--- src/rtl/ps2_pkg.sv ---
// ---------------------------------------------------------------------------
// ps2_pkg
// Shared definitions for the PS/2 keyboard transmitter: the FSM state type,
// the frame length and the helpers that build an 11-bit device-to-host frame.
// No ports (package).
// ---------------------------------------------------------------------------
package ps2_pkg;

  typedef enum logic [2:0] {
    IDLE,
    LOAD,
    BIT_HI,
    BIT_LO,
    GAP
  } ps2_state_e;

  localparam int PS2_FRAME_BITS = 11;

  // Odd parity: the parity bit makes the total count of ones (data + parity)
  // odd, so it is 1 exactly when the data byte holds an even number of ones.
  function automatic logic odd_parity(input logic [7:0] b);
    return ~^b;
  endfunction

  // Frame laid out LSB-first as it leaves the wire: bit 0 is the start bit,
  // bits 8:1 the data, bit 9 parity and bit 10 the stop bit.
  function automatic logic [PS2_FRAME_BITS-1:0] make_frame(input logic [7:0] b);
    return {1'b1, odd_parity(b), b, 1'b0};
  endfunction

endpackage

--- src/rtl/ps2_kbd_tx_if.sv ---
// ---------------------------------------------------------------------------
// ps2_kbd_tx_if
// Byte-queue side of the PS/2 transmitter (the SPI/OSD writer talks here).
//   data_i      scancode byte to queue
//   wr_i        write strobe, one byte per cycle
//   full_o      FIFO full
//   overflow_o  one-cycle pulse when a write was dropped
//   busy_o      transmitter active or bytes pending
// master = byte producer, slave = ps2_kbd_tx.
// ---------------------------------------------------------------------------
interface ps2_kbd_tx_if;

  logic [7:0] data_i;
  logic       wr_i;
  logic       full_o;
  logic       overflow_o;
  logic       busy_o;

  modport master (
    output data_i,
    output wr_i,
    input  full_o,
    input  overflow_o,
    input  busy_o
  );

  modport slave (
    input  data_i,
    input  wr_i,
    output full_o,
    output overflow_o,
    output busy_o
  );

endinterface

--- src/rtl/ps2_tx_fifo.sv ---
// ---------------------------------------------------------------------------
// ps2_tx_fifo
// Small synchronous FIFO holding scancodes waiting to be serialised.
//   clk_sys, res_n  clock / async active-low reset
//   wr, din         write request and data (ignored while full)
//   rd              pop request (ignored while empty)
//   dout            head of queue (combinational read)
//   count           number of stored bytes, 0..2**FIFO_AW
//   full, empty     derived from count
// ---------------------------------------------------------------------------
module ps2_tx_fifo #(
  parameter int FIFO_AW = 4
) (
  input  logic               clk_sys,
  input  logic               res_n,
  input  logic               wr,
  input  logic [7:0]         din,
  input  logic               rd,
  output logic [7:0]         dout,
  output logic [FIFO_AW:0]   count,
  output logic               full,
  output logic               empty
);

  localparam int DEPTH = 2**FIFO_AW;

  logic [7:0]         mem [DEPTH];
  logic [FIFO_AW-1:0] wrPtr_q;
  logic [FIFO_AW-1:0] rdPtr_q;
  logic [FIFO_AW:0]   count_q;
  logic               doWr;
  logic               doRd;

  // Full is judged on the registered count, so a write arriving in the same
  // cycle as a pop from a full FIFO is still refused.
  assign full  = (count_q == (FIFO_AW+1)'(DEPTH));
  assign empty = (count_q == '0);
  assign doWr  = wr && !full;
  assign doRd  = rd && !empty;
  assign dout  = mem[rdPtr_q];
  assign count = count_q;

  // Pointer and occupancy bookkeeping. Pointers are exactly FIFO_AW bits wide
  // so they wrap modulo the depth on their own; a simultaneous push and pop
  // leaves the count untouched.
  always_ff @(posedge clk_sys or negedge res_n) begin
    if (!res_n) begin
      wrPtr_q <= '0;
      rdPtr_q <= '0;
      count_q <= '0;
    end else begin
      if (doWr) wrPtr_q <= wrPtr_q + FIFO_AW'(1);
      if (doRd) rdPtr_q <= rdPtr_q + FIFO_AW'(1);
      case ({doWr, doRd})
        2'b10:   count_q <= count_q + (FIFO_AW+1)'(1);
        2'b01:   count_q <= count_q - (FIFO_AW+1)'(1);
        default: count_q <= count_q;
      endcase
    end
  end

  // Storage array; contents need no reset because only counted entries are
  // ever read.
  always_ff @(posedge clk_sys) begin
    if (doWr) mem[wrPtr_q] <= din;
  end

endmodule

--- src/rtl/ps2_kbd_tx.sv ---
// ---------------------------------------------------------------------------
// ps2_kbd_tx
// PS/2 device-to-host transmitter. Bytes written through the interface are
// queued and sent as 11-bit keyboard frames on a self-generated PS/2 clock.
//   clk_sys       system clock (rising edge)
//   res_n         asynchronous active-low reset
//   bus           ps2_kbd_tx_if.slave: data_i, wr_i, full_o, overflow_o, busy_o
//   ps2_kbd_clk   PS/2 clock, idle high
//   ps2_kbd_data  PS/2 data, idle high
// Parameters: CLK_DIV (cycles per half-period, >= 2), GAP_CYCLES (idle
// cycles after each stop bit, >= 1), FIFO_AW (FIFO depth = 2**FIFO_AW).
// ---------------------------------------------------------------------------
module ps2_kbd_tx
  import ps2_pkg::*;
#(
  parameter int CLK_DIV    = 750,
  parameter int GAP_CYCLES = 3000,
  parameter int FIFO_AW    = 4
) (
  input  logic         clk_sys,
  input  logic         res_n,
  ps2_kbd_tx_if.slave  bus,
  output logic         ps2_kbd_clk,
  output logic         ps2_kbd_data
);

  localparam int CNT_MAX = (CLK_DIV > GAP_CYCLES) ? CLK_DIV : GAP_CYCLES;
  localparam int CNT_W   = $clog2(CNT_MAX);

  localparam logic [CNT_W-1:0] DIV_LAST = CNT_W'(CLK_DIV - 1);
  localparam logic [CNT_W-1:0] GAP_LAST = CNT_W'(GAP_CYCLES - 1);
  localparam logic [3:0]       BIT_LAST = 4'(PS2_FRAME_BITS - 1);

  ps2_state_e                state_q, state_d;
  logic [CNT_W-1:0]          divCnt_q, divCnt_d;
  logic [3:0]                bitCnt_q, bitCnt_d;
  logic [PS2_FRAME_BITS-1:0] shReg_q, shReg_d;

  logic clk_q, clk_d;
  logic data_q, data_d;
  logic busy_q, busy_d;
  logic overflow_q;

  logic               fifoRd;
  logic [7:0]         fifoDout;
  logic [FIFO_AW:0]   fifoCount;
  logic               fifoFull;
  logic               fifoEmpty;

  ps2_tx_fifo #(
    .FIFO_AW (FIFO_AW)
  ) u_fifo (
    .clk_sys (clk_sys),
    .res_n   (res_n),
    .wr      (bus.wr_i),
    .din     (bus.data_i),
    .rd      (fifoRd),
    .dout    (fifoDout),
    .count   (fifoCount),
    .full    (fifoFull),
    .empty   (fifoEmpty)
  );

  // FSM state, shared divider/gap counter, bit counter and shift register.
  always_ff @(posedge clk_sys or negedge res_n) begin
    if (!res_n) begin
      state_q  <= IDLE;
      divCnt_q <= '0;
      bitCnt_q <= '0;
      shReg_q  <= '0;
    end else begin
      state_q  <= state_d;
      divCnt_q <= divCnt_d;
      bitCnt_q <= bitCnt_d;
      shReg_q  <= shReg_d;
    end
  end

  // Next-state logic. One counter times both the half-periods and the
  // inter-frame gap, since they never overlap. The shift happens only when
  // leaving BIT_LO, so shReg_q[0] is steady for a whole clock period and the
  // data line can only change on entry to BIT_HI.
  always_comb begin
    state_d  = state_q;
    divCnt_d = divCnt_q;
    bitCnt_d = bitCnt_q;
    shReg_d  = shReg_q;
    fifoRd   = 1'b0;

    case (state_q)
      IDLE: begin
        if (!fifoEmpty) state_d = LOAD;
      end

      LOAD: begin
        fifoRd   = 1'b1;
        shReg_d  = make_frame(fifoDout);
        bitCnt_d = '0;
        divCnt_d = '0;
        state_d  = BIT_HI;
      end

      BIT_HI: begin
        if (divCnt_q == DIV_LAST) begin
          divCnt_d = '0;
          state_d  = BIT_LO;
        end else begin
          divCnt_d = divCnt_q + CNT_W'(1);
        end
      end

      BIT_LO: begin
        if (divCnt_q == DIV_LAST) begin
          divCnt_d = '0;
          shReg_d  = {1'b0, shReg_q[PS2_FRAME_BITS-1:1]};
          bitCnt_d = bitCnt_q + 4'd1;
          state_d  = (bitCnt_q == BIT_LAST) ? GAP : BIT_HI;
        end else begin
          divCnt_d = divCnt_q + CNT_W'(1);
        end
      end

      GAP: begin
        if (divCnt_q == GAP_LAST) begin
          divCnt_d = '0;
          state_d  = IDLE;
        end else begin
          divCnt_d = divCnt_q + CNT_W'(1);
        end
      end

      default: state_d = IDLE;
    endcase
  end

  // Output values are decoded from the current state and registered, so the
  // pins lag the state by one cycle and never glitch.
  always_comb begin
    clk_d  = (state_q != BIT_LO);
    data_d = 1'b1;
    if (state_q == BIT_HI || state_q == BIT_LO) data_d = shReg_q[0];
    busy_d = (state_q != IDLE) || (fifoCount != '0);
  end

  // Registered outputs; the async reset parks both PS/2 lines high at once,
  // even mid-frame.
  always_ff @(posedge clk_sys or negedge res_n) begin
    if (!res_n) begin
      clk_q      <= 1'b1;
      data_q     <= 1'b1;
      busy_q     <= 1'b0;
      overflow_q <= 1'b0;
    end else begin
      clk_q      <= clk_d;
      data_q     <= data_d;
      busy_q     <= busy_d;
      overflow_q <= bus.wr_i && fifoFull;
    end
  end

  assign ps2_kbd_clk    = clk_q;
  assign ps2_kbd_data   = data_q;
  assign bus.busy_o     = busy_q;
  assign bus.overflow_o = overflow_q;
  assign bus.full_o     = fifoFull;

endmodule

--- src/flat_wrapper.sv ---
// flat-port wrapper written by rule: the top's interface ports become plain ports
module ps2_kbd_tx_flat import ps2_pkg::*;
#(
  parameter int CLK_DIV    = 750,
  parameter int GAP_CYCLES = 3000,
  parameter int FIFO_AW    = 4
)
  (clk_sys, res_n, ps2_kbd_clk, ps2_kbd_data, bus_data_i, bus_wr_i, bus_full_o, bus_overflow_o, bus_busy_o);
  ps2_kbd_tx_if bus_i ();
  input  logic clk_sys;
  input  logic res_n;
  output logic ps2_kbd_clk;
  output logic ps2_kbd_data;
  input wire logic [$bits(bus_i.data_i)-1:0] bus_data_i;
  input wire logic [$bits(bus_i.wr_i)-1:0] bus_wr_i;
  output wire logic [$bits(bus_i.full_o)-1:0] bus_full_o;
  output wire logic [$bits(bus_i.overflow_o)-1:0] bus_overflow_o;
  output wire logic [$bits(bus_i.busy_o)-1:0] bus_busy_o;
  assign bus_i.data_i = bus_data_i;
  assign bus_i.wr_i = bus_wr_i;
  assign bus_full_o = bus_i.full_o;
  assign bus_overflow_o = bus_i.overflow_o;
  assign bus_busy_o = bus_i.busy_o;
  ps2_kbd_tx #(.CLK_DIV(CLK_DIV), .GAP_CYCLES(GAP_CYCLES), .FIFO_AW(FIFO_AW)) u_core (.clk_sys(clk_sys), .res_n(res_n), .bus(bus_i), .ps2_kbd_clk(ps2_kbd_clk), .ps2_kbd_data(ps2_kbd_data));
endmodule
--- config.mk ---
export PLATFORM = sky130hd
export DESIGN_NAME = ps2_kbd_tx_flat
export DESIGN_NICKNAME = d
export VERILOG_FILES = /design/src/rtl/ps2_pkg.sv /design/src/rtl/ps2_kbd_tx_if.sv /design/src/rtl/ps2_tx_fifo.sv /design/src/rtl/ps2_kbd_tx.sv /design/src/flat_wrapper.sv
export SDC_FILE = /design/constraint.sdc
export NUM_CORES = 1
export LEC_CHECK = 0
export CORE_ASPECT_RATIO = 0.8
export CORE_MARGIN = 3
export CORE_UTILIZATION = 45
export CTS_CLUSTER_DIAMETER = 60
export DETAILED_ROUTE_END_ITERATION = 7
export PLACE_DENSITY = 0.63
export SLEW_MARGIN = 20
export SYNTH_ARGS = -nofsm -noshare
export SYNTH_HDL_FRONTEND = slang
export SYNTH_SLANG_ARGS = --single-unit
--- constraint.sdc ---
create_clock -name clk_sys -period 3.9 [get_ports clk_sys]
set_clock_uncertainty 0.15 [all_clocks]
set_input_delay 0.78 -clock clk_sys [delete_from_list [all_inputs] [get_ports clk_sys]]
set_output_delay 0.78 -clock clk_sys [all_outputs]
set_load 0.02 [all_outputs]
==> metrics.yaml <==
drt:
  via_per_inst: 5.50
  vias: 3990
  dr.pass1.iters: 5
  drt-initial-drc-count: 271
  wirelength_um: 14100
  drc_errors: 0
  detail_route.wl_per_cell_um: 19.4
  ant_nets: 0
synth:
  yosysWarningCount: 0
  synth_ff_type: "edfxtp_1"
  synth_area_um2: 7430
  synth-seq-area-share_pct: 67.6
  synth_top_area_share_pct: 51.7
  synth_area_leaders: "edfxtp_1 52%, dfrtp_1 15%, mux4_2 6.1%"
  ys_top_cells_by_count: "128 x edfxtp_1, 45 x dfrtp_1, 38 x nor2_1, 33 x nand2_1"
  ys_types: 46
  synthCells: 469
  synth_fp_nets: 493
  synth_edf_count: 128
  yosysTopAreaCell: "edfxtp_1"
  synthArstFlopShare_pct: 26.9
  avgSynthCellArea_um2: 15.9
  ys_seq_elements: 175
  synth.most_common_cell: "edfxtp_1"
power_and_ir_drop:
  irDropWorstVdd_mv: 0.364
  powerDensity_nw_per_um2: 531
  leakage_nw: 3.08
worst_setup_path:
  arrival_ns: 3.28
  critPathMaxFanout: 9
  cp-end-kind: "flop"
  crit_required_ns: 4.06
  crit_type: "flop to flop"
  critPathLaunchType: "flop"
place:
  routabilityCongestion: 0.786
  dp_hpwl_um: 9270
  portBuffers: 15
clock_network:
  cts_buffer_depth: 2
  clk_pin_slew_ns: 0.07
  clock_sinks: 175
  cts_tree: "yes"
  clk_latency_ns: 0.43
  clockRootBuffer: "clkbuf_16"
  cts_made_buffers: 17
  h-tree-depth: 4
  cts_setup_buffers: 0
  cts_resized: 0
  cts_hold_buffers: 0
timing:
  fin_crit_sh_pct: 79.9
  worst_pin_slew_ns: 0.910
  slew_violations: 0
  final_hold_viol_count: 0
  grt_setup_unrepaired: "no"
  final.min_clock_period_ns: 3.12
  max_freq_ghz: 0.321
  final.setup.tns_ns: 0
  max_slew_margin_pct: 39.1
  setup-violations-final: 0
die:
  die_area_um2: 18100
  ios: 16
  die_h_um: 121
  num_rows: 41
  start_util_pct: 46.6
  die_w_um: 150
  core_um2: 16000
finish:
  nNetsFinal: 521
  antenna_cells: 0
  fin_util_pct: 52.9
  drive_above_1_share_pct: 14.9
  area.growth.synth_to_final_pct: 13.6
  nFillCells: 1281
run_status:
  status: "finished clean"
global_routing:
  grt_first_pass_wirelength_um: 22700
  antenna_found_initial: 0
  grt_max_degree: 48
  gr-total-overflow: 0
  grt_pass1_vias: 3974
  grt_usage_pct: 17.0
hold_path:
  hold_path.class: "primary input to asynchronous set/reset pin"
flow_run:
  drv_cap: 0
## per-stage QoR
step | hold WS [ns] | power (W) | worst slack [ns] | area (µm²) | instances
global placement | 0.305 | 0.00276 | 0.703 | 7820 | 693
global route | 0.236 | 0.00468 | 0.423 | 8440 | 725
detailed placement | 0.314 | 0.00277 | 0.665 | 7820 | 693
floorplan | 0.286 | 0.00259 | 0.899 | 7430 | 469
CTS | 0.332 | 0.00453 | 0.764 | 8440 | 725
finish | 0.201 | 0.00448 | 0.783 | 8440 | 725
## placed cells by master, fill, tap and decap left out, types with 3 or more instances in the layout
cell	instances
edfxtp_1	128
a21oi_1	17
ha_1	13
a22oi_1	16
mux2_2	3
nor2_1	38
inv_6	3
nand3_1	6
and2_1	4
dfrtp_1	44
nor2b_1	7
nand2_1	33
nor3_1	7
xor2_1	10
o31ai_1	6
mux4_2	20
o21ai_0	20
buf_4	15
nand2b_1	3
mux4_1	12
inv_1	9
xnor2_1	14
clkdlybuf4s50_1	14
nand4_1	7
clkbuf_16	17
inv_8	6
mux2i_1	10
## sequential cells by signal (all words and copies together) (netlist names)
| register | flops |
|---|---|
| u_core.bitCnt_q | 4 |
| u_core.bus.busy_o | 1 |
| u_core.bus.overflow_o | 1 |
| u_core.divCnt_q | 12 |
| u_core.ps2_kbd_clk | 1 |
| u_core.ps2_kbd_data | 1 |
| u_core.shReg_q | 11 |
| u_core.state_q | 3 |
| u_core.u_fifo.count | 5 |
| u_core.u_fifo.mem | 128 |
| u_core.u_fifo.rdPtr_q | 4 |
| u_core.u_fifo.wrPtr_q | 4 |
## critical path, stage by stage, from the launching register on
cell	delay [ns]
dfrtp_1	0.45
nor4_1	0.48
nor2b_1	0.27
nor2_1	0.15
ha_1	0.33
xor2_1	0.18
ha_1	0.22
o21ai_0	0.15
a21oi_1	0.08
a21oi_1	0.18
xor2_1	0.15
nor2_1	0.06
xor2_1	0.14
## metal layers
layer	global-route usage (%)	share of wire (%)
met5	0	0
met4	5.31	1.5
met1	25.9	48
met2	24.0	45
met3	4.29	4.8
## report_power, final
group / switching (W) / internal [W] / total, W / leakage (nW)
Sequential: 0.0000928 / 0.00219 / 0.00228 / 1.72
Clock: 0.000769 / 0.000980 / 0.00175 / 0.303
Combinational: 0.000267 / 0.000186 / 0.000453 / 1.06
Total: 0.00113 / 0.00335 / 0.00448 / 3.08
## final timing paths
path | endpoint | slack [ns] | cells past startpoint | start
worst max-delay path | u_core.u_fifo.count[4] | 0.78 | 12 | u_core.u_fifo.count[1]
worst min-delay path | u_core.u_fifo.count[0] | 0.20 | 1 | res_n
worst max register to register | u_core.u_fifo.count[4] | 0.78 | 12 | u_core.u_fifo.count[1]
worst min register to register | u_core.shReg_q[10] | 0.33 | 1 | u_core.shReg_q[10]
max in group asynchronous | u_core.u_fifo.rdPtr_q[0] | 2.96 | 1 | res_n
min in group clk_sys | u_core.shReg_q[10] | 0.33 | 1 | u_core.shReg_q[10]
## cell families after synthesis
group / synth area share [%]
xor+xnor: 2.83
fa+ha+maj: 2.19
compound gates: 5.35
buf+inv: 2.49
simple gates: 7.49
mux: 12.1
flops: 67.6
## final cells by class
| type | count | area [µm²] | share of cell area (%) |
|---|---|---|---|
| inverter | 9 | 33.8 | 0.400 |
| sequential | 175 | 5020 | 59.5 |
| clock inverter | 15 | 191 | 2.27 |
| multi-input combinational | 264 | 2230 | 26.4 |
| tap | 215 | 269 | 3.19 |
| clock buffer | 17 | 425 | 5.04 |
| timing repair buffer | 30 | 273 | 3.23 |
Note: power is estimated with default switching activity, not from simulation.
